File: src/rtl/mini_src_pkg.sv
// Shared Mini-SRC datapath types and constants.
// Used by the HI/LO result-register unit and its watchdog.
package mini_src_pkg;

  typedef enum logic {
    IDLE = 1'b0,
    WAIT = 1'b1
  } hilo_state_t;

  localparam logic MF_SEL_LO = 1'b0;
  localparam logic MF_SEL_HI = 1'b1;

  localparam int DEF_TIMEOUT = 40;

endpackage

File: src/rtl/hilo_watchdog.sv
// Pending-cycle counter for the HI/LO unit.
// Flags expiry once TIMEOUT cycles have elapsed since the last clear.
module hilo_watchdog
  import mini_src_pkg::*;
#(
  parameter int TIMEOUT = DEF_TIMEOUT
) (
  input  logic clk,
  input  logic clr,
  input  logic clear,
  input  logic en,
  output logic expired
);

  localparam int CW = $clog2(TIMEOUT + 1);
  localparam logic [CW-1:0] LAST = CW'(TIMEOUT - 1);

  logic [CW-1:0] wcnt;

  always_ff @(posedge clk or negedge clr) begin
    if (!clr) begin
      wcnt <= '0;
    end else if (clear) begin
      wcnt <= '0;
    end else if (en && wcnt != LAST) begin
      wcnt <= wcnt + 1'b1;
    end
  end

  assign expired = en & (wcnt == LAST);

endmodule

File: src/rtl/hilo_unit.sv
// HI/LO result registers with mul/div result handshake,
// MF/MT interlock and a watchdog on the outstanding operation.
module hilo_unit
  import mini_src_pkg::*;
#(
  parameter int WIDTH   = 32,
  parameter int TIMEOUT = DEF_TIMEOUT
) (
  input  logic             clk,
  input  logic             clr,
  input  logic             op_start,
  input  logic             op_div,
  output logic             op_stall,
  input  logic             res_valid,
  input  logic [WIDTH-1:0] res_hi,
  input  logic [WIDTH-1:0] res_lo,
  output logic             res_ready,
  input  logic             mt_hi_we,
  input  logic             mt_lo_we,
  input  logic [WIDTH-1:0] mt_data,
  input  logic             mf_req,
  input  logic             mf_sel,
  output logic [WIDTH-1:0] mf_data,
  output logic             mf_valid,
  output logic             stall,
  output logic             busy,
  output logic             last_div,
  output logic             err_timeout,
  output logic             err_spurious
);

  hilo_state_t state, state_nx;

  logic             pending;
  logic             accept;
  logic             issue;
  logic             abort;
  logic             spurious;
  logic             expired;
  logic             mt_ok;
  logic             mf_ok;
  logic [WIDTH-1:0] hi;
  logic [WIDTH-1:0] lo;

  assign pending = (state == WAIT);

  always_comb begin
    state_nx = state;
    accept   = 1'b0;
    issue    = 1'b0;
    abort    = 1'b0;
    spurious = 1'b0;
    unique case (state)
      IDLE: begin
        spurious = res_valid;
        if (op_start) begin
          issue    = 1'b1;
          state_nx = WAIT;
        end
      end
      WAIT: begin
        if (res_valid) begin
          accept = 1'b1;
          if (op_start) begin
            issue = 1'b1;
          end else begin
            state_nx = IDLE;
          end
        end else if (expired) begin
          abort    = 1'b1;
          state_nx = IDLE;
        end
      end
      default: state_nx = IDLE;
    endcase
  end

  always_ff @(posedge clk or negedge clr) begin
    if (!clr) begin
      state <= IDLE;
    end else begin
      state <= state_nx;
    end
  end

  assign res_ready = pending;
  assign op_stall  = pending & ~res_valid;
  assign stall     = pending & (mf_req | mt_hi_we | mt_lo_we);
  assign mt_ok     = ~pending;
  assign mf_ok     = mf_req & ~pending;

  hilo_watchdog #(
    .TIMEOUT(TIMEOUT)
  ) u_wdog (
    .clk    (clk),
    .clr    (clr),
    .clear  (issue | ~pending),
    .en     (pending),
    .expired(expired)
  );

  // A result and an MT write can never coincide: MT is blocked while pending.
  always_ff @(posedge clk or negedge clr) begin
    if (!clr) begin
      hi <= '0;
      lo <= '0;
    end else if (accept) begin
      hi <= res_hi;
      lo <= res_lo;
    end else if (mt_ok) begin
      if (mt_hi_we) hi <= mt_data;
      if (mt_lo_we) lo <= mt_data;
    end
  end

  always_ff @(posedge clk or negedge clr) begin
    if (!clr) begin
      mf_data  <= '0;
      mf_valid <= 1'b0;
    end else begin
      mf_valid <= mf_ok;
      if (mf_ok) begin
        mf_data <= (mf_sel == MF_SEL_HI) ? hi : lo;
      end
    end
  end

  always_ff @(posedge clk or negedge clr) begin
    if (!clr) begin
      busy         <= 1'b0;
      last_div     <= 1'b0;
      err_timeout  <= 1'b0;
      err_spurious <= 1'b0;
    end else begin
      busy <= (state_nx == WAIT);
      if (issue)    last_div     <= op_div;
      if (abort)    err_timeout  <= 1'b1;
      if (spurious) err_spurious <= 1'b1;
    end
  end

endmodule

File: config.mk
export PLATFORM = sky130hd
export DESIGN_NAME = hilo_unit
export DESIGN_NICKNAME = d
export VERILOG_FILES = /design/src/rtl/mini_src_pkg.sv /design/src/rtl/hilo_watchdog.sv /design/src/rtl/hilo_unit.sv
export SDC_FILE = /design/constraint.sdc
export NUM_CORES = 1
export LEC_CHECK = 0
export ABC_AREA = 1
export CORE_UTILIZATION = 52
export CTS_CLUSTER_DIAMETER = 100
export CTS_CLUSTER_SIZE = 12
export DETAILED_ROUTE_END_ITERATION = 8
export GPL_ROUTABILITY_DRIVEN = 0
export PLACE_DENSITY = 0.91
export SLEW_MARGIN = 20
export SYNTH_ARGS = -nofsm -noshare
export SYNTH_HDL_FRONTEND = slang
export SYNTH_SLANG_ARGS = --single-unit
File: constraint.sdc
create_clock -name clk -period 2 [get_ports clk]
set_input_delay 0.5 -clock clk [delete_from_list [all_inputs] [get_ports clk]]
set_output_delay 0.5 -clock clk [all_outputs]
set_load 0.02 [all_outputs]
==> flow_metrics.env, run 1 <==
export IMPL_worst_hold_path_type="in2async"
export IMPL_ff2ff_path_depth=6
export IMPL_path_depth=1
export IMPL_ioPinCount=145
export IMPL_nNetsFinal=830
export IMPL_finalCritPeriodShare_pct=96.71
export IMPL_grt_ovfl_total=0
export IMPL_startpoint="busy"
export IMPL_die_h_um=101.1
export IMPL_grt_pass1_vias=5163
export IMPL_via_per_inst=5.788
export IMPL_postCtsHoldBufs=0
export IMPL_tritoncts="built"
export IMPL_cp_slowest_cell="clkdlybuf4s50_1"
export IMPL_postRouteAntennaNets=0
export IMPL_required_ns=1.50
export IMPL_cpPeakStageDelay_ns=0.63
export IMPL_grt_pass1_wl_um=23540
export IMPL_clock_latency_ns=0.37
export IMPL_reg2reg_slack_ns=0.22
export IMPL_grt_usage_pct=30.09
export IMPL_setup_violations=0
export IMPL_p_total_uw=5754
export IMPL_antenna_found_initial=0
export IMPL_fin_crit_ns=1.934
export IMPL_cp_endpoint="busy"
export IMPL_initial_core_util_pct=54.45
export IMPL_area_delta_synth_final_pct=34.40
export IMPL_r2r_end="hi[10]"
export IMPL_wl_um=14630
export IMPL_ir_drop_v=0.0004810
export IMPL_post_cts_setup_buffer_count=0
export IMPL_grt_max_degree=66
export IMPL_syn_inst=591
export IMPL_path_cells="clkdlybuf4s50_1"
export IMPL_crit_fanout=4
export IMPL_wl_per_cell_um=17.07
export IMPL_hold_viol_final=0
export IMPL_drc=0
export IMPL_design_area_um2=6858
export IMPL_synth_seq_cells=107
export IMPL_start_kind="flop"
export IMPL_powerDensity_nw_per_um2=839.0
export IMPL_port_buffers=144
export IMPL_grt_util_met1_pct=35.59
export IMPL_rows=35
export IMPL_htreeDepth=3
export IMPL_worst_pin_slew_ns=0.5082
export IMPL_cts_root_buf="clkbuf_8"
export IMPL_placed_area_um2=6648
export IMPL_grt_util_met3_pct=4.924
export IMPL_synth_cell_types=28
export IMPL_slew_headroom_pct=66.12
export IMPL_report_final_slew_viol_count=0
export IMPL_crit_arrival_ns=1.43
export IMPL_clkTransAtPathRegs_ns=0.10
export IMPL_cts_sinks=107
export IMPL_cpLargestDelayFamily="buffers and inverters"
export IMPL_p_leak_uw=0.002908
export IMPL_yosysWarnings=0
export IMPL_endpoint_kind="primary output"
export IMPL_cts_path_max_buffers=2
export IMPL_cts_buffers=9
export IMPL_die_area_um2=10210
export IMPL_fmax_ghz=0.5170
export IMPL_avgSynthCellArea_um2=8.633
export IMPL_drive_above_1_share_pct=10.16
export IMPL_grt_util_met2_pct=52.80
export IMPL_firstDrtPassIters=5
export IMPL_skew_ns=0.01185
export IMPL_synth_area_um2=5102
export IMPL_antennaDiodeCount=0
export IMPL_drt_initial_drc_count=315
export IMPL_grt_busiest_layer="met2"
export IMPL_post_dp_hpwl_um=9990
export IMPL_syn_nets=697
export IMPL_die_w_um=101.1
export IMPL_drv_cap=0
export IMPL_status="finished clean"
export IMPL_crit_type="reg2out"
export IMPL_r2r_start="busy"
export IMPL_core_area_um2=9371
export IMPL_fin_util_pct=73.18
export IMPL_path_buf_inv=1
export IMPL_vias=4960
export IMPL_ys_seq_area_share_pct=52.48
export IMPL_rsz0062_at_grt="false"
-- cell usage after synthesis, drive strengths merged --
master	count	share of area, %
dfrtp	107	52
nor2	98	7.3
nand3b	1	0.15
a31oi	32	3.9
or2	1	0.12
ha	1	0.25
xor2	1	0.17
o21ai	61	6.0
inv	10	0.83
buf	37	5.1
nand3	51	5.0
a21o	1	0.15
nand2	115	9.8
o21bai	1	0.15
o21a	4	0.59
clkbuf	8	0.66
a21oi	62	7.5
-- worst min-delay path by stage --
stage                       end  slack, ns
floorplan                  busy       0.20
global placement    mf_data[18]       0.45
detailed placement  mf_data[18]       0.46
CTS                 mf_data[18]       0.06
global route        mf_data[18]       0.07
finish              mf_data[18]       0.05
-- area by class of cell --
| class | instances | area (µm²) |
|---|---|---|
| inverter | 10 | 42.54 |
| clock inverter | 4 | 75.07 |
| tap | 129 | 161.4 |
| clock buffer | 11 | 141.4 |
| multi-input combinational | 429 | 2096 |
| timing repair buffer | 167 | 1663 |
| sequential | 107 | 2679 |
| fill | 693 | 2514 |
-- layer usage --
metal	vias up	wire (µm)
met1	2369	5441
met3	56	1126
li1	2246	-
met2	289	7540
met4	0	520
met5	-	0
-- through the flow --
step | setup WS [ns] | TNS, ns | hold slack (ns) | instances
4_1_cts | 0.01041 | 0 | 0.06247 | 857
2_1_floorplan | 0.4397 | 0 | 0.2044 | 591
3_5_place_dp | -0.2788 | -0.2788 | 0.4566 | 842
3_3_place_gp | -0.2563 | -0.2563 | 0.4499 | 842
5_1_grt | 0.01584 | 0 | 0.06591 | 857
6_report | 0.06580 | 0 | 0.04889 | 857
-- cell usage in the layout, fill, tap and decap left out, drive strengths merged --
cell type and count:
nand3b 1, o21bai 1, o21ai 61, a31oi 32, ha 1, bufinv 2, nand2 115, clkbuf 12
clkinvlp 2, nor2 98, nand3 51, a21oi 62, o21a 4, inv 10, or2 1, dfrtp 107
a21o 1, dlygate4sd2 1, clkdlybuf4s50 140, buf 25, xor2 1
-- timing repair --
action                     in CTS  in global routing
setup endpoints to repair       2                  1
pin swaps                       0                  0
resized for setup               3                  1
-- state kept, by name (all words and copies together) (netlist names) --
name          count
last_div          1
lo               32
err_timeout       1
err_spurious      1
busy              1
mf_data          32
hi               32
mf_valid          1
u_wdog.wcnt       6
-- cells by family (layout without fill, tap and decap cells) --
kind of cell	Yosys count	count (layout)	synth area share, %
xor gates and xnor gates	1	1	0.1717
adders and majority gates	1	1	0.2452
and+or+nand+nor	266	266	22.29
AOI/OAI and AO/OA	161	161	18.27
DFF	107	107	52.48
buffers and inverters	55	192	6.547
-- power breakdown --
part           switching, µW  internal [µW]  total (µW)  leakage, µW
sequential               210           2510        2720      0.00122
clock                    718            734        1450     0.000102
combinational            834            746        1580      0.00159
(Power assumes the default switching activity.)
==> run 2: changes to the inputs <==
--- a/config.mk
+++ b/config.mk
@@ -6,6 +6,7 @@
 export NUM_CORES = 1
 export LEC_CHECK = 0
 export ABC_AREA = 1
+export CORE_MARGIN = 3
 export CORE_UTILIZATION = 52
 export CTS_CLUSTER_DIAMETER = 100
 export CTS_CLUSTER_SIZE = 12
==> flow_metrics.env, run 2 (synthesized netlist as in run 1, its figures left out) <==
export IMPL_status="finished clean"
export IMPL_tritoncts="built"
export IMPL_area_delta_synth_final_pct=35.16
export IMPL_r2r_start="busy"
export IMPL_worst_pin_slew_ns=0.4872
export IMPL_post_cts_setup_buffer_count=0
export IMPL_path_depth=1
export IMPL_grt_ovfl_total=0
export IMPL_antennaDiodeCount=0
export IMPL_p_leak_uw=0.002928
export IMPL_fmax_ghz=0.5182
export IMPL_switching_share_pct=30.01
export IMPL_p_comb_share_pct=26.9
export IMPL_die_w_um=105.1
export IMPL_via_per_inst=5.680
export IMPL_pwr_share_seq_pct=46.6
export IMPL_crit_fanout=4
export IMPL_drc=0
export IMPL_drv_cap=0
export IMPL_htreeDepth=3
export IMPL_ir_drop_v=0.0004429
export IMPL_firstDrtPassIters=7
export IMPL_cts_root_buf="clkbuf_8"
export IMPL_slew_headroom_pct=67.52
export IMPL_drive_above_1_share_pct=10.16
export IMPL_cts_sinks=107
export IMPL_reg2reg_slack_ns=0.23
export IMPL_nNetsFinal=830
export IMPL_path_cells="clkdlybuf4s50_1"
export IMPL_grt_max_degree=57
export IMPL_cpPeakStageDelay_ns=0.63
export IMPL_core_area_um2=9371
export IMPL_cpLargestDelayFamily="buffers and inverters"
export IMPL_p_int_uw=4087
export IMPL_design_area_um2=6897
export IMPL_clock_latency_ns=0.36
export IMPL_clock_power_share_pct=26.4
export IMPL_cp_slowest_cell="clkdlybuf4s50_1"
export IMPL_postCtsHoldBufs=0
export IMPL_drt_initial_drc_count=334
export IMPL_die_area_um2=11040
export IMPL_clkTransAtPathRegs_ns=0.10
export IMPL_antenna_found_initial=0
export IMPL_wl_um=14280
export IMPL_hold_viol_final=0
export IMPL_cts_path_max_buffers=2
export IMPL_final_common_cell="clkdlybuf4s50_1"
export IMPL_fin_crit_ns=1.930
export IMPL_placed_area_um2=6673
export IMPL_fin_util_pct=73.59
export IMPL_endpoint_kind="primary output"
export IMPL_switching_power_uw=1752
export IMPL_skew_ns=0.01261
export IMPL_crit_arrival_ns=1.43
export IMPL_powerDensity_nw_per_um2=846.7
export IMPL_path_buf_inv=1
export IMPL_reg_largest_list="hi (32), lo (32), mf_data (32)"
export IMPL_rows=35
export IMPL_worst_hold_path_type="in2async"
export IMPL_ff2ff_path_depth=5
export IMPL_final_cell_mix="clkdlybuf4s50_1, dfrtp_1, nand2_1"
export IMPL_die_h_um=105.1
export IMPL_postRouteAntennaNets=0
export IMPL_port_buffers=144
export IMPL_initial_core_util_pct=54.45
export IMPL_hold_ws_ns=0.07300
export IMPL_r2r_end="hi[31]"
export IMPL_wl_per_cell_um=16.66
export IMPL_grt_pass1_wl_um=23340
export IMPL_required_ns=1.50
export IMPL_setup_violations=0
export IMPL_rsz0062_at_grt="false"
export IMPL_grt_usage_pct=26.29
export IMPL_cts_buffers=9
export IMPL_post_dp_hpwl_um=10080
export IMPL_finalCritPeriodShare_pct=96.49
export IMPL_ioPinCount=145
export IMPL_grt_pass1_vias=4851
export IMPL_vias=4868
export IMPL_setup_tns_final_ns=0
export IMPL_report_final_slew_viol_count=0
export IMPL_start_kind="flop"
export IMPL_crit_type="reg2out"
## run 2: changes by cell type in the layout (fill, tap and decap cells not counted)
| cell | change |
|---|---|
| buf_12 | +2 |
| buf_4 | -2 |
| bufinv_16 | +1 |
| clkbuf_8 | -1 |
| clkinv_2 | +1 |
| clkinvlp_4 | -1 |
## run 2: metal layers
metal	part of all wire [%]	up-vias	global-route usage (%)
met4	2.8	0	12.46
li1	-	2255	-
met5	0	-	0
met1	39	2340	32.84
met2	52	234	44.73
met3	6.9	39	4.015
## run 2: layout make-up
cell class / instances / area [µm²]
Multi-Input combinational cell: 429 / 2096
Inverter: 10 / 42.54
Fill cell: 690 / 2475
Clock buffer: 10 / 127.6
Tap cell: 129 / 161.4
Sequential cell: 107 / 2679
Timing Repair Buffer: 167 / 1688
Clock inverter: 5 / 102.6
## run 2: power by group through the flow
stage	Clock (µW)	Sequential (µW)	Combinational, µW
after floorplan	0	2890	651
after global placement	0	2740	1520
after detailed placement	0	2760	1580
after CTS	1560	2720	1580
after global routing	1650	2770	1700
final	1540	2720	1570
## run 2: what timing repair did
action	CTS	global route
cloned	0	0
setup endpoints to repair	2	1
gates resized for setup	2	2
## run 2: metrics by stage
stage / std cells / total power (µW) / worst slack (ns)
CTS: 857 / 5859 / 0.002656
detailed placement: 842 / 4341 / -0.2670
global placement: 842 / 4259 / -0.2617
finish: 857 / 5839 / 0.07014
global route: 857 / 6122 / 0.008644
floorplan: 591 / 3545 / 0.4397
## run 2: worst max-delay path by stage
| stage | to | slack, ns | startpoint |
|---|---|---|---|
| 4_1_cts | stall | 0.003 | mt_hi_we |
| 6_report | res_ready | 0.07 | busy |
| 5_1_grt | res_ready | 0.009 | busy |
| 2_1_floorplan | stall | 0.44 | busy |
| 3_5_place_dp | stall | -0.27 | mt_hi_we |
| 3_3_place_gp | stall | -0.26 | mt_lo_we |
## run 2: worst reg2reg max path, stage by stage, from the launching register on
cell and delay (ns):
dfrtp_2 0.46, buf_4 0.30, nand2_4 0.17, buf_4 0.36, o21ai_0 0.19, a21oi_1 0.20
==> run 3: changes to the inputs <==
--- a/config.mk
+++ b/config.mk
@@ -5,14 +5,13 @@
 export SDC_FILE = /design/constraint.sdc
 export NUM_CORES = 1
 export LEC_CHECK = 0
-export ABC_AREA = 1
-export CORE_MARGIN = 3
-export CORE_UTILIZATION = 52
+export CORE_MARGIN = 8
+export CORE_UTILIZATION = 48
 export CTS_CLUSTER_DIAMETER = 100
 export CTS_CLUSTER_SIZE = 12
 export DETAILED_ROUTE_END_ITERATION = 8
 export GPL_ROUTABILITY_DRIVEN = 0
-export PLACE_DENSITY = 0.91
+export PLACE_DENSITY = 0.86
 export SLEW_MARGIN = 20
 export SYNTH_ARGS = -nofsm -noshare
 export SYNTH_HDL_FRONTEND = slang
==> constraint.sdc (replaced) <==
create_clock -name clk -period 2.18 [get_ports clk]
set_input_delay 0.545 -clock clk [delete_from_list [all_inputs] [get_ports clk]]
set_output_delay 0.545 -clock clk [all_outputs]
set_load 0.02 [all_outputs]
==> flow_metrics.env, run 3 <==
export IMPL_status="finished clean"
export IMPL_fmax_ghz=0.4772
export IMPL_cp_slowest_cell="clkdlybuf4s50_1"
export IMPL_powerDensity_nw_per_um2=729.2
export IMPL_final_common_cell="clkdlybuf4s50_1"
export IMPL_clock_latency_ns=0.35
export IMPL_post_dp_hpwl_um=8900
export IMPL_yosysWarnings=0
export IMPL_synth_cell_types=28
export IMPL_endpoint_kind="primary output"
export IMPL_drt_initial_drc_count=170
export IMPL_grt_usage_pct=17.87
export IMPL_cts_buffers=9
export IMPL_skew_ns=0.01368
export IMPL_postCtsHoldBufs=0
export IMPL_synth_ff_type="dfrtp_1"
export IMPL_cts_sinks=107
export IMPL_initial_core_util_pct=48.75
export IMPL_post_cts_setup_buffer_count=0
export IMPL_vias=3878
export IMPL_syn_nets=578
export IMPL_ioPinCount=145
export IMPL_ys_top_cells_by_count="dfrtp_1, mux2i_1, nand2_1"
export IMPL_via_per_inst=5.191
export IMPL_grt_ovfl_total=0
export IMPL_wl_um=12390
export IMPL_final_cell_mix="clkdlybuf4s50_1, dfrtp_1, mux2i_1"
export IMPL_crit_type="in2out"
export IMPL_clkTransAtPathRegs_ns=0.10
export IMPL_cts_root_buf="clkbuf_8"
export IMPL_synth_top_family_by_area="multiplexers"
export IMPL_cpPeakStageDelay_ns=0.49
export IMPL_die_w_um=117.7
export IMPL_drc=0
export IMPL_crit_fanout=2
export IMPL_report_final_slew_viol_count=0
export IMPL_hold_viol_final=0
export IMPL_tritoncts="built"
export IMPL_drive_above_1_share_pct=5.401
export IMPL_path_buf_inv=2
export IMPL_die_h_um=117.7
export IMPL_wl_per_cell_um=16.59
export IMPL_port_buffers=144
export IMPL_rows=37
export IMPL_synth_simple_area_share_pct=10.01
export IMPL_setup_tns_final_ns=0
export IMPL_core_area_um2=10180
export IMPL_grt_pass1_wl_um=20530
export IMPL_syn_inst=472
export IMPL_start_kind="primary input"
export IMPL_rsz0062_at_grt="false"
export IMPL_synthDominantCellAreaShare_pct=53.93
export IMPL_finalCritPeriodShare_pct=96.13
export IMPL_htreeDepth=3
export IMPL_postRouteAntennaNets=0
export IMPL_grt_pass1_vias=4208
export IMPL_synthArstFlopShare_pct=100.0
export IMPL_setup_violations=0
export IMPL_slew_headroom_pct=61.60
export IMPL_area_delta_synth_final_pct=35.51
export IMPL_nNetsFinal=712
export IMPL_design_area_um2=6728
export IMPL_reg_largest_list="hi (32), lo (32), mf_data (32)"
export IMPL_ys_seq_area_share_pct=53.93
export IMPL_synth_top_cells_by_area="dfrtp_1, mux2i_1, o21ai_0"
export IMPL_cpLargestDelayFamily="buffers and inverters"
export IMPL_synthMuxAreaShare_pct=19.78
export IMPL_avgSynthCellArea_um2=10.52
export IMPL_placed_area_um2=6556
export IMPL_fin_util_pct=66.06
export IMPL_firstDrtPassIters=4
export IMPL_required_ns=1.63
export IMPL_antenna_found_initial=0
export IMPL_synth_area_um2=4965
export IMPL_die_area_um2=13850
export IMPL_yosys_area_share_xor_xnor_pct=0.3528
export IMPL_p_leak_uw=0.003183
export IMPL_crit_arrival_ns=1.55
export IMPL_worst_hold_path_type="in2async"
export IMPL_yosysMostFrequentCell="dfrtp_1"
export IMPL_grt_max_degree=108
export IMPL_ir_drop_v=0.0003449
export IMPL_path_cells="clkdlybuf4s50_1, and2b_1, dlygate4sd2_1"
export IMPL_synth_compound_area_share_pct=11.04
export IMPL_synth_adder_area_share_pct=0.2520
export IMPL_cts_path_max_buffers=2
export IMPL_fin_crit_ns=2.096
export IMPL_synth_top_area_cell="dfrtp_1"
export IMPL_worst_pin_slew_ns=0.5760
export IMPL_antennaDiodeCount=0
export IMPL_synth_edf_count=0
export IMPL_drv_cap=0
export IMPL_synth_seq_cells=107
==> run 3: per-stage QoR <==
stage	total power, µW	hold slack [ns]	cells	setup slack [ns]
CTS	4958	0.2695	747	0.05588
global placement	3803	0.4441	731	-0.2159
floorplan	3161	0.2494	472	0.5945
finish	4906	0.2279	747	0.08429
global route	5168	0.2764	747	0.01280
detailed placement	3874	0.4460	731	-0.2090
==> run 3: final timing paths <==
check / startpoint / endpoint / slack (ns) / cells after the start
setup / recovery: res_valid / op_stall / 0.08 / 3
min in group clk: err_spurious / err_spurious / 0.47 / 1
setup reg to reg: busy / hi[7] / 0.59 / 4
hold reg to reg: err_spurious / err_spurious / 0.47 / 1
hold / removal: clr / hi[26] / 0.23 / 2
max in group asynchronous: clr / mf_data[31] / 1.49 / 2
==> run 3: cell families (layout without fill, tap and decap cells) <==
group | after synthesis | count (layout)
buffers and inverters | 36 | 175
AO/OA/AOI/OAI | 107 | 107
multiplexers | 98 | 98
adder cells (fa/ha/maj) | 1 | 1
AND/OR/NAND/NOR | 121 | 121
flip-flops | 107 | 107
XOR/XNOR | 2 | 2
==> run 3: area by class of cell <==
| class | instances | area (µm²) |
|---|---|---|
| Clock buffer | 13 | 148.9 |
| Multi-Input combinational cell | 329 | 2082 |
| Inverter | 2 | 7.507 |
| Fill cell | 799 | 3457 |
| Timing Repair Buffer | 157 | 1618 |
| Clock inverter | 3 | 23.77 |
| Sequential cell | 107 | 2678 |
| Tap cell | 136 | 170.2 |
==> run 3: power by group <==
group	switching [µW]	leakage (µW)	internal [µW]
clock network	642	0.0000799	452
registers	186	0.00128	2300
logic	644	0.00182	683
total	1470	0.00318	3430
==> run 3: per-layer routing <==
layer  GRT usage (%)  wire length (µm)
met5               0                 0
met4           6.485               244
met3           4.365               623
met2           30.65              6170
met1           21.33              5355
==> run 3: repair_timing <==
item / in CTS / in global routing
hold endpoints to repair: 0 / 0
pin swaps: 0 / 0
gates resized for setup: 2 / 1
setup endpoints to repair: 2 / 1
==> edit 1, RTL diff (config.mk and constraints of run 3) <==
The package constant `DEF_TIMEOUT` goes from 40 to 80.
--- a/src/rtl/mini_src_pkg.sv
+++ b/src/rtl/mini_src_pkg.sv
@@ -12,3 +12,3 @@
 
-  localparam int DEF_TIMEOUT = 40;
+  localparam int DEF_TIMEOUT = 80;
 
Formal check against the unedited RTL: same outputs for any inputs over 4 cycles, from zero or initial values; that may be too few to reach the edited logic, so the function may still have changed.
==> edit 1 against run 3 <==
Global-route usage is 0.42 points lower; synthesized area is 2.5% higher; non-clock buffer count is 2 higher; power is 1.8% higher; synthesized cell count is 1.3% higher; worst setup slack hardly changed; die area is 2.2% higher; design area is 1.3% higher; count of clock-buffer cells in the layout is 1 lower; routed wire length is 1.6% higher; sequential cell count is 1 higher; highest routed layer unchanged.
==> edit 1: results <==
[placed_design]
port-buffer-count = 144
hpwl_um = 9120
place_inst = 739

[worst_setup_path]
ff2ff_setup_slack_ns = 0.61
path_max_fanout = 2
crit_slowest_cell = "clkdlybuf4s50_1"
max_stage_delay_ns = 0.45

[clock_network]
cts_setup_buffers = 0
clock_latency_ns = 0.35
path_clk_slew_ns = 0.11
cts_max_path_buffers = 2
cts_max_level = 3
cts_buffers = 9
clockRootBuffer = "clkbuf_8"

[yosys]
syn_nets = 584
synth_area_leaders = "dfrtp_1 (53%), mux2i_1 (19%), o21ai_0 (6.4%)"
synthArstFlopShare_pct = 100
ys_seq_area_share_pct = 53.1
synth_common_cells = "dfrtp_1 (108), mux2i_1 (97), nand2_1 (71)"
yosysWarnings = 0
ys_types = 35
avgSynthCellArea_sq_um = 10.6

[power_and_ir_drop]
max-vdd-ir-drop_uv = 466
leakage_nw = 3.23

[finish]
antenna_cells = 0
stdcell_count = 755
reg_top3 = "hi x32, lo x32, mf_data x32"
drive_gt1_share_pct = 6.46
nets = 720

[sta]
tightest_slew_ns = 0.607
finalClockSkew_ns = 0.0127

[global_route]
grt_pass1_vias = 4316
grt_max_degree = 109
grt_overflow = 0
grt_usage_pct = 17.4
grt_antenna_before_repair = 0
grt_pass1_wl_um = 20500

[routing]
routedWlPerCell_um = 16.7
dr.first_iter.drc_count = 165
via_count = 3968
drt_first_pass_iters = 4

[hold_path]
hold_path.class = "in -> async"

[run_status]
outcome = "finished clean"
[edit 1: cell count changes in the layout (fill, tap and decap cells not counted), sizes merged, moves of 2 or more]
cell and delta:
buf +2, and2 -2, xor2 -2, nor2 -2
nand2 +5, nand2b +2
[edit 1: stage by stage]
step | setup WS [ns] | hold WS [ns] | cell area (sq um) | power, mW
6_report | 0.0844 | 0.194 | 6820 | 5.00
5_1_grt | 0.0195 | 0.283 | 6820 | 5.26
4_1_cts | 0.0698 | 0.269 | 6810 | 5.06
3_5_place_dp | -0.180 | 0.452 | 6630 | 3.90
3_3_place_gp | -0.136 | 0.443 | 6630 | 3.83
2_1_floorplan | 0.650 | 0.249 | 5090 | 3.20
[edit 1: logic make-up (layout without fill, tap and decap cells)]
logic type / count (synthesis) / in the layout / share of synthesized area (%)
simple gates: 124 / 124 / 10.4
mux: 99 / 99 / 19.7
flops: 108 / 108 / 53.1
xor+xnor: 1 / 1 / 0.172
fa+ha+maj: 1 / 1 / 0.246
buf+inv: 36 / 177 / 5.26
compound gates: 109 / 109 / 11.1
[edit 1: final cells by class]
| class | count | area (sq um) |
|---|---|---|
| Fill cell | 828 | 3510 |
| Tap cell | 136 | 170 |
| Sequential cell | 108 | 2700 |
| Timing Repair Buffer | 159 | 1620 |
| Multi-Input combinational cell | 334 | 2130 |
| Clock inverter | 4 | 32.5 |
| Clock buffer | 12 | 155 |
| Inverter | 2 | 7.51 |
[edit 1: power by group]
group / internal (mW) / switching [mW]
Sequential: 2.32 / 0.188
Combinational: 0.687 / 0.650
Clock: 0.486 / 0.667
[edit 1: what timing repair did]
item,in CTS,in global routing
hold buffers,0,0
resized for setup,2,1
endpoints found under the setup margin,2,1
pin swaps,0,0
[edit 1: final timing paths]
path,from,end,depth (start not counted)
max,mt_hi_we,stall,4
min,clr,mf_data[27],2
max reg2reg,u_wdog.wcnt[1],u_wdog.wcnt[1],4
min reg2reg,err_spurious,err_spurious,1
max in group asynchronous,clr,lo[28],2
min in group clk,err_spurious,err_spurious,1
[edit 1: routing by layer]
layer / share of wire [%] / wire [um] / track usage [%]
met1: 43 / 5430 / 20.7
met2: 50 / 6290 / 30.8
met3: 5.9 / 745 / 4.25
met4: 0.99 / 124 / 4.82
met5: 0 / 0 / 0
[edit 1: critical path: cells and delay by family]
family        cells  cell delay (ns)
simple gates      2             0.24
buf+inv           2             0.77
==> edit 2, RTL diff (settings of run 3) <==
Made on the original files. Register the output `err_timeout` once more; this adds one clock of latency there. The other outputs are not delayed to match.
--- a/src/rtl/hilo_unit.sv
+++ b/src/rtl/hilo_unit.sv
@@ -30,2 +30,4 @@
 );
+
+  logic err_timeout_s0;
 
@@ -131,3 +133,3 @@
       last_div     <= 1'b0;
-      err_timeout  <= 1'b0;
+      err_timeout_s0 <= 1'b0;
       err_spurious <= 1'b0;
@@ -136,3 +138,3 @@
       if (issue)    last_div     <= op_div;
-      if (abort)    err_timeout  <= 1'b1;
+      if (abort)    err_timeout_s0 <= 1'b1;
       if (spurious) err_spurious <= 1'b1;
@@ -141,2 +143,6 @@
 
+  always_ff @(posedge clk) begin
+    err_timeout <= err_timeout_s0;
+  end
+
 endmodule
Formal check against the unedited RTL: same outputs for any inputs over 4 cycles, from zero or initial values; that may be too few to reach the edited logic, so the function may still have changed.
==> edit 2 against run 3 <==
Sequential cell count increased by 1; design area increased by 1.9%; routed wire length decreased by 0.32%; critical path depth increased by 1; clock power increased by 12%; critical path type unchanged; worst setup slack got worse by 0.011 ns; register-to-register slack improved by 0.05 ns; synthesized area increased by 0.40%; first-iteration DRC count increased by 36%; power increased by 3.4%.
==> edit 2: results <==
[hold_path]
hold_path.class = "in -> async"

[placed_design]
port-buffer-count = 144
hpwl_um = 9190
place_area_sq_um = 6650
dpl_worst_slack_ns = -0.164

[yosys]
synth_area_leaders = "dfrtp_1 (54%), mux2i_1 (19%), o21ai_0 (6.6%)"
syn_nets = 579
synth_common_cells = "dfrtp_1 (107), mux2i_1 (97), nand2_1 (67)"
ys_seq_area_share_pct = 54.1
ys_types = 29
synthArstFlopShare_pct = 99.1

[routing]
routed_via_density = 5.19
dr.first_iter.drc_count = 232
drt_first_pass_iters = 4
drt-total-wl_um = 12400

[worst_setup_path]
crit_slowest_cell = "clkdlybuf4s50_1"
ff2ff_setup_slack_ns = 0.64
path_max_fanout = 2
startpoint = "mt_hi_we"
crit_end = "stall"
worstReg2RegEnd = "hi[5]"
worst_ep_arrival_time_ns = 1.56
max_stage_delay_ns = 0.42
crit_family = "buffers and inverters"

[sta]
setup_ws_ns = 0.0728
tightest_slew_ns = 0.509
finalClockSkew_ns = 0.00846

[finish]
drive_gt1_share_pct = 6.33
syn2layout_area_growth_pct = 37.5
antenna_cells = 0
nets = 718
reg_top3 = "hi x32, lo x32, mf_data x32"

[global_route]
grt_pass1_vias = 4164
grt_antenna_before_repair = 0
grt_pass1_wl_um = 20500
grt_usage_pct = 17.9
grt_max_degree = 38

[run_status]
outcome = "finished clean"

[clock_network]
cts_max_path_buffers = 2
clockRootBuffer = "clkbuf_8"
clock_latency_ns = 0.35

[power_and_ir_drop]
max-vdd-ir-drop_uv = 328
leakage_nw = 3.26
## edit 2: cell count changes in the layout (fill, tap and decap cells not counted)
cell | before | now
clkdlybuf4s15_1 | 1 | 0
clkinvlp_4 | 2 | 1
buf_12 | 7 | 10
bufinv_16 | 0 | 1
dfxtp_1 | 0 | 1
clkbuf_8 | 10 | 11
clkbuf_1 | 3 | 1
dlymetal6s2s_1 | 0 | 2
dlygate4sd2_1 | 1 | 2
buf_4 | 7 | 9
clkdlybuf4s50_1 | 140 | 138
## edit 2: cell families after synthesis
family	count (synthesis)	share of synthesized area, %
adders and majority gates	1	0.251
buffers and inverters	36	4.62
DFF	108	54.1
xor gates and xnor gates	2	0.351
and+or+nand+nor	121	9.96
muxes	98	19.7
AOI/OAI and AO/OA	107	11.0
## edit 2: through the flow
stage	TNS [ns]	total power, mW	cells	hold WS [ns]
CTS	0	5.14	752	0.147
detailed placement	-0.319	3.91	737	0.373
finish	0	5.07	752	0.150
global placement	-0.272	3.84	737	0.359
floorplan	0	3.18	473	0.249
global route	0	5.35	752	0.166
## edit 2: final cells by class
class / instances / area share [%]
repair buffers: 162 / 24.7
multi-input cells: 329 / 30.4
flip-flops and latches: 108 / 39.4
clock inverters: 3 / 0.675
inverters: 2 / 0.110
clock buffers: 12 / 2.26
well taps: 136 / 2.48
## edit 2: worst min-delay path by stage
| stage | end | slack, ns | depth (start not counted) |
|---|---|---|---|
| 2_1_floorplan | busy | 0.25 | 0 |
| 3_3_place_gp | err_timeout | 0.36 | 0 |
| 3_5_place_dp | err_timeout | 0.37 | 0 |
| 4_1_cts | mf_data[26] | 0.15 | 1 |
| 5_1_grt | mf_data[26] | 0.17 | 1 |
| 6_report | lo[24] | 0.15 | 1 |
## edit 2: power by group
| group | switching [mW] | leakage (nW) | internal [mW] |
|---|---|---|---|
| sequential | 0.183 | 1.29 | 2.32 |
| combinational | 0.651 | 1.87 | 0.696 |
| clock | 0.632 | 0.0987 | 0.592 |
| total | 1.47 | 3.26 | 3.61 |
## edit 2: metal layers
layer  GRT usage (%)  wire length (um)  vias up
li1                -                 -     1896
met1            21.8              5440     1883
met2            30.9              6180      109
met3            3.93               553       15
met4            5.28               179        0
met5               0                 0        -
## edit 2: what timing repair did
item,in CTS,in global routing
setup endpoints to repair,2,2
cloned,0,0
resized for setup,2,2
